--- src/rtl/sifive_id_queue_pkg.sv ---
// Shared types and helpers for the per-ID queue bank and its round-robin drain.
package sifive_id_queue_pkg;

  localparam int unsigned NUM_IDS = 4;
  localparam int unsigned ID_W    = 2;

  typedef logic [ID_W-1:0] id_t;

  typedef enum logic {
    LOCK_OPEN,
    LOCK_HELD
  } lock_state_t;

  // First set bit of mask scanning ptr, ptr+1, ... modulo NUM_IDS; ptr when mask is empty.
  function automatic id_t rr_pick(input logic [NUM_IDS-1:0] mask, input id_t ptr);
    id_t idx;
    id_t pick;
    pick = ptr;
    for (int i = NUM_IDS - 1; i >= 0; i--) begin
      idx = ptr + ID_W'(i);
      if (mask[idx]) pick = idx;
    end
    return pick;
  endfunction

endpackage

--- src/rtl/sifive_id_fifo.sv ---
// Single DEPTH x DATA_W circular FIFO; push into a full or pop from an empty queue is ignored.
module sifive_id_fifo #(
  parameter int unsigned DEPTH  = 2,
  parameter int unsigned DATA_W = 32
) (
  input  logic              clock,
  input  logic              reset_n,
  input  logic              push,
  input  logic              pop,
  input  logic [DATA_W-1:0] din,
  output logic              full,
  output logic              empty,
  output logic [DATA_W-1:0] head
);

  localparam int unsigned PTR_W = (DEPTH > 1) ? $clog2(DEPTH) : 1;
  localparam int unsigned CNT_W = $clog2(DEPTH + 1);

  typedef logic [PTR_W-1:0] ptr_t;

  logic [DATA_W-1:0] mem [DEPTH];
  ptr_t              head_ptr;
  ptr_t              tail_ptr;
  logic [CNT_W-1:0]  count;
  logic              do_push;
  logic              do_pop;

  function automatic ptr_t wrap_inc(input ptr_t p);
    return (32'(p) == DEPTH - 1) ? '0 : p + PTR_W'(1);
  endfunction

  assign full    = (count == CNT_W'(DEPTH));
  assign empty   = (count == '0);
  assign do_push = push & ~full;
  assign do_pop  = pop & ~empty;
  assign head    = mem[head_ptr];

  always_ff @(posedge clock or negedge reset_n) begin
    if (!reset_n) begin
      head_ptr <= '0;
      tail_ptr <= '0;
      count    <= '0;
    end else begin
      if (do_push) tail_ptr <= wrap_inc(tail_ptr);
      if (do_pop)  head_ptr <= wrap_inc(head_ptr);
      if (do_push && !do_pop)      count <= count + CNT_W'(1);
      else if (!do_push && do_pop) count <= count - CNT_W'(1);
    end
  end

  // Payload storage needs no reset; count gates every read.
  always_ff @(posedge clock) begin
    if (do_push) mem[tail_ptr] <= din;
  end

endmodule

--- src/rtl/sifive_id_queue_drain.sv ---
// Per-ID queue bank with round-robin drain, output lock under backpressure and overflow flag.
module sifive_id_queue_drain
  import sifive_id_queue_pkg::*;
#(
  parameter int unsigned DEPTH  = 2,
  parameter int unsigned DATA_W = 32
) (
  input  logic               clock,
  input  logic               reset_n,
  input  logic               enq_valid,
  input  id_t                enq_id,
  input  logic [DATA_W-1:0]  enq_data,
  output logic [NUM_IDS-1:0] enq_ready_vec,
  output logic               enq_ready,
  output logic               deq_valid,
  input  logic               deq_ready,
  output id_t                deq_id,
  output logic [DATA_W-1:0]  deq_data,
  output logic               err_overflow
);

  logic [NUM_IDS-1:0] full;
  logic [NUM_IDS-1:0] empty;
  logic [NUM_IDS-1:0] push;
  logic [NUM_IDS-1:0] pop;
  logic [DATA_W-1:0]  head [NUM_IDS];

  lock_state_t state;
  lock_state_t state_nxt;
  id_t         lock_id;
  id_t         lock_id_nxt;
  id_t         rr_ptr;
  id_t         rr_ptr_nxt;
  id_t         grant;
  logic        enq_fire;
  logic        deq_fire;

  assign enq_ready_vec = ~full;
  assign enq_ready     = ~full[enq_id];
  assign enq_fire      = enq_valid & enq_ready;

  assign grant     = rr_pick(~empty, rr_ptr);
  assign deq_valid = (state == LOCK_HELD) | (|(~empty));
  assign deq_id    = (state == LOCK_HELD) ? lock_id : grant;
  assign deq_data  = head[deq_id];
  assign deq_fire  = deq_valid & deq_ready;

  for (genvar i = 0; i < NUM_IDS; i++) begin : g_q
    assign push[i] = enq_fire & (enq_id == ID_W'(i));
    assign pop[i]  = deq_fire & (deq_id == ID_W'(i));

    sifive_id_fifo #(
      .DEPTH  (DEPTH),
      .DATA_W (DATA_W)
    ) u_fifo (
      .clock   (clock),
      .reset_n (reset_n),
      .push    (push[i]),
      .pop     (pop[i]),
      .din     (enq_data),
      .full    (full[i]),
      .empty   (empty[i]),
      .head    (head[i])
    );
  end

  // Lock holds the presented beat stable until it is accepted.
  always_comb begin
    state_nxt   = state;
    lock_id_nxt = lock_id;
    rr_ptr_nxt  = rr_ptr;
    if (deq_fire) begin
      state_nxt  = LOCK_OPEN;
      rr_ptr_nxt = deq_id + ID_W'(1);
    end else if (deq_valid) begin
      state_nxt   = LOCK_HELD;
      lock_id_nxt = deq_id;
    end
  end

  always_ff @(posedge clock or negedge reset_n) begin
    if (!reset_n) begin
      state        <= LOCK_OPEN;
      lock_id      <= '0;
      rr_ptr       <= '0;
      err_overflow <= 1'b0;
    end else begin
      state        <= state_nxt;
      lock_id      <= lock_id_nxt;
      rr_ptr       <= rr_ptr_nxt;
      err_overflow <= enq_valid & ~enq_ready;
    end
  end

endmodule

--- config.mk ---
export PLATFORM = sky130hd
export DESIGN_NAME = sifive_id_queue_drain
export DESIGN_NICKNAME = d
export VERILOG_FILES = /design/src/rtl/sifive_id_queue_pkg.sv /design/src/rtl/sifive_id_fifo.sv /design/src/rtl/sifive_id_queue_drain.sv
export SDC_FILE = /design/constraint.sdc
export NUM_CORES = 1
export LEC_CHECK = 0
export CAP_MARGIN = 30
export CORE_MARGIN = 5
export CORE_UTILIZATION = 33
export DETAILED_ROUTE_END_ITERATION = 6
export GPL_TIMING_DRIVEN = 0
export HOLD_SLACK_MARGIN = 0.1
export REMOVE_ABC_BUFFERS = 1
export SETUP_SLACK_MARGIN = 0.2
export SLEW_MARGIN = 10
export SYNTH_ARGS = -nofsm -noshare
export SYNTH_HDL_FRONTEND = slang
export SYNTH_SLANG_ARGS = --single-unit
--- constraint.sdc ---
create_clock -name clock -period 9.1 [get_ports clock]
set_input_delay 1.365 -clock clock [delete_from_list [all_inputs] [get_ports clock]]
set_output_delay 1.365 -clock clock [all_outputs]
set_load 0.005 [all_outputs]
==> flow_metrics.py <==
metrics = {
    "outcome": {
        "status": "finished clean",
    },
    "detailed_routing": {
        "drtIter0Drc": 454,
        "first_pass_iters": 6,
        "drcViolationCount": 0,
        "drtAntennaViolNets": 0,
        "routedWlPerCell_um": 19.0,
        "vias": 5955,
        "viasPerCell": 4.76,
        "wl_mm": 23.8,
    },
    "clock_network": {
        "clock_latency_ps": 550,
        "clock_path_buffers": 3,
        "post_cts_buffers": 0,
        "cts_made_buffers": 29,
        "cts.sinks": 278,
        "htree_levels": 1,
        "cts_resized": 0,
        "path_clk_slew_ps": 60,
        "cts-root-buf": "clkbuf_16",
        "ctsHoldBuffers": 0,
        "tritoncts": "yes",
    },
    "grt": {
        "track_usage": 0.126,
        "grt_pass1_wl_mm": 36.9,
        "first_global_vias": 6145,
        "antenna_found_initial": 2,
        "grt_overflow": 0,
        "grt_max_degree": 72,
    },
    "synth": {
        "ys_seq_area_frac": 0.737,
        "mappedNetlistArea_um2": 11200,
        "postSynth.asyncResetShare": 0.0791,
        "syn_inst": 692,
        "ys_seq_elements": 278,
        "synth.distinct_cells": 41,
        "synth_ff_type": "edfxtp_1",
        "yosys_warnings": 0,
        "avgSynthCellArea_um2": 16.2,
        "synth-edff-count": 256,
    },
    "final_layout": {
        "layout_commonest_cell": "edfxtp_1",
        "synthToLayoutAreaGrowth_pct": 22.4,
        "nets": 822,
        "layout-drive-gt1-share": 0.112,
        "final_cell_mix": "edfxtp_1 (256), mux2i_1 (128), nand2_1 (101)",
        "final_util": 0.408,
        "final_area_um2": 13700,
    },
    "floorplan": {
        "initial_core_util": 0.333,
        "pin_count": 79,
        "die_height_um": 194,
        "die_w_um": 194,
        "core.rowCount": 67,
        "core-area_um2": 33500,
        "dieArea_um2": 37700,
    },
    "timing": {
        "slew_violations": 0,
        "rsz0062_at_grt": "false",
        "slew_headroom": 0.422,
        "min_period_ps": 5440,
        "hold_viol": 0,
        "fin_tns_setup_ps": 0,
        "skew_ps": 14.7,
        "tightest_slew_ps": 867,
        "period_share": 0.598,
        "fmax_mhz": 184,
        "setup_viol": 0,
        "whs_ps": 508,
    },
    "critical_path": {
        "critPathLaunch": "g_q[1].u_fifo.count[0]",
        "critPathCaptureType": "primary output",
        "critPathSlowestCell": "inv_4",
        "critPathMaxStageDelay_ps": 640,
        "worstPathRequired_ps": 7740,
        "path_cells": "or4_4 > o221ai_1 > a221oi_1 > or2_4 > buf_16 > inv_4 > nand2_1 > a32o_1 > clkdlybuf4s50_1",
        "start_kind": "flip-flop",
        "critPathKind": "flip-flop to primary output",
        "reg2reg_from": "g_q[1].u_fifo.count[0]",
        "path_max_fanout": 68,
        "critPathArrivalTime_ps": 4080,
    },
    "placement": {
        "dp_hpwl_mm": 14.6,
        "dpl_cell_area_um2": 12700,
        "io_buffers": 78,
        "routabilityCongestion": 0.736,
    },
    "worst_hold_path": {
        "hold_start": "lock_id[0]",
        "hp-class": "flip-flop to flip-flop",
    },
    "power_and_ir_drop": {
        "combPwrFrac": 0.361,
        "swShare": 0.319,
        "clock_power_share": 0.264,
        "powerDensity_nw_per_um2": 325,
        "p_sw_uw": 1420,
        "p_int_uw": 3030,
        "totalPowerFinal_uw": 4450,
        "p_leak_uw": 0.00484,
        "vdd_drop_max_uv": 195,
        "pwr-share-seq": 0.375,
    },
    "run": {
        "max_cap_viol_count": 0,
    },
}
power groups by stage:
stage	clock network [uW]	registers, uW	logic (uW)
after floorplan	0	1710	819
after global placement	0	1800	1510
after detailed placement	0	1700	1640
after CTS	1200	1670	1650
after global routing	1250	1680	1770
final	1180	1670	1610
path summary, 6_finish.rpt:
| kind | cells after the start | slack [ps] | endpoint |
|---|---|---|---|
| worst min-delay path | 1 | 510 | lock_id[0] |
| worst max-delay path | 9 | 3660 | deq_data[8] |
| worst max register to register | 11 | 5430 | g_q[3].u_fifo.count[1] |
| min in group asynchronous | 1 | 1130 | lock_id[0] |
| worst min register to register | 1 | 510 | lock_id[0] |
| max in group asynchronous | 2 | 7500 | g_q[0].u_fifo.head_ptr |
layer usage:
metal / track usage / wire [um] / share of wire
met5: 0 / 13 / 0.00055
met4: 0.0346 / 630 / 0.026
met3: 0.0236 / 918 / 0.039
met2: 0.209 / 11500 / 0.48
met1: 0.170 / 10700 / 0.45
critical path: cells and delay by family (launching register included):
family / cells / cell delay, ps
DFF: 1 / 440
buffers and inverters: 3 / 1330
and+or+nand+nor: 3 / 1060
AOI/OAI and AO/OA: 3 / 640
registers in the layout, indices dropped and copies added, names as in the netlist:
name / cells
g_q.u_fifo.count: 8
g_q.u_fifo.head_ptr: 4
g_q.u_fifo.tail_ptr: 4
g_q.u_fifo.mem: 256
rr_ptr: 2
err_overflow: 1
lock_id: 2
state: 1
cells by family (layout without fill, tap and decap cells):
| kind of cell | Yosys count | after routing | share of synthesized area |
|---|---|---|---|
| AO/OA/AOI/OAI | 75 | 75 | 0.0504 |
| XOR/XNOR | 21 | 21 | 0.0171 |
| adder cells (fa/ha/maj) | 4 | 4 | 0.00448 |
| buffers and inverters | 42 | 153 | 0.0166 |
| flip-flops | 278 | 278 | 0.737 |
| multiplexers | 131 | 131 | 0.119 |
| other | 0 | 1 | 0 |
| AND/OR/NAND/NOR | 141 | 141 | 0.0562 |
metrics by stage:
stage	setup slack (ps)	std cells
after CTS	3590	1251
after global placement	1770	1180
after detailed placement	4200	1197
after global routing	3410	1252
final	3660	1252
after floorplan	4460	654
Yosys cell counts (3+ instances only):
cell        n  area (um^2)
a211o_1     3         26.3
ha_1        4         50.1
dfrtp_1    22          551
xor2_1     12          105
mux2i_1   128         1280
xnor2_1     8         70.1
nand2b_1    4         25.0
buf_2       7         35.0
o21ai_0     3         15.0
edfxtp_1  256         7690
nand4b_1    3         26.3
nand3_1     3         15.0
nand2_1   101          379
a21oi_1    32          160
clkbuf_1   28          105
a32o_1     32          320
nor2_1     10         37.5
nor2b_1     5         31.3
and2_1      4         25.0
final cells by class:
class                      count  area [um^2]
clock inverter                21          204
sequential                   278         8240
timing repair buffer          95         1090
fill                        3060        19800
clock buffer                  33          771
multi-input combinational    372         2790
antenna                        1         2.50
inverter                       4         20.0
tap                          448          561
(Power assumes the default switching activity.)
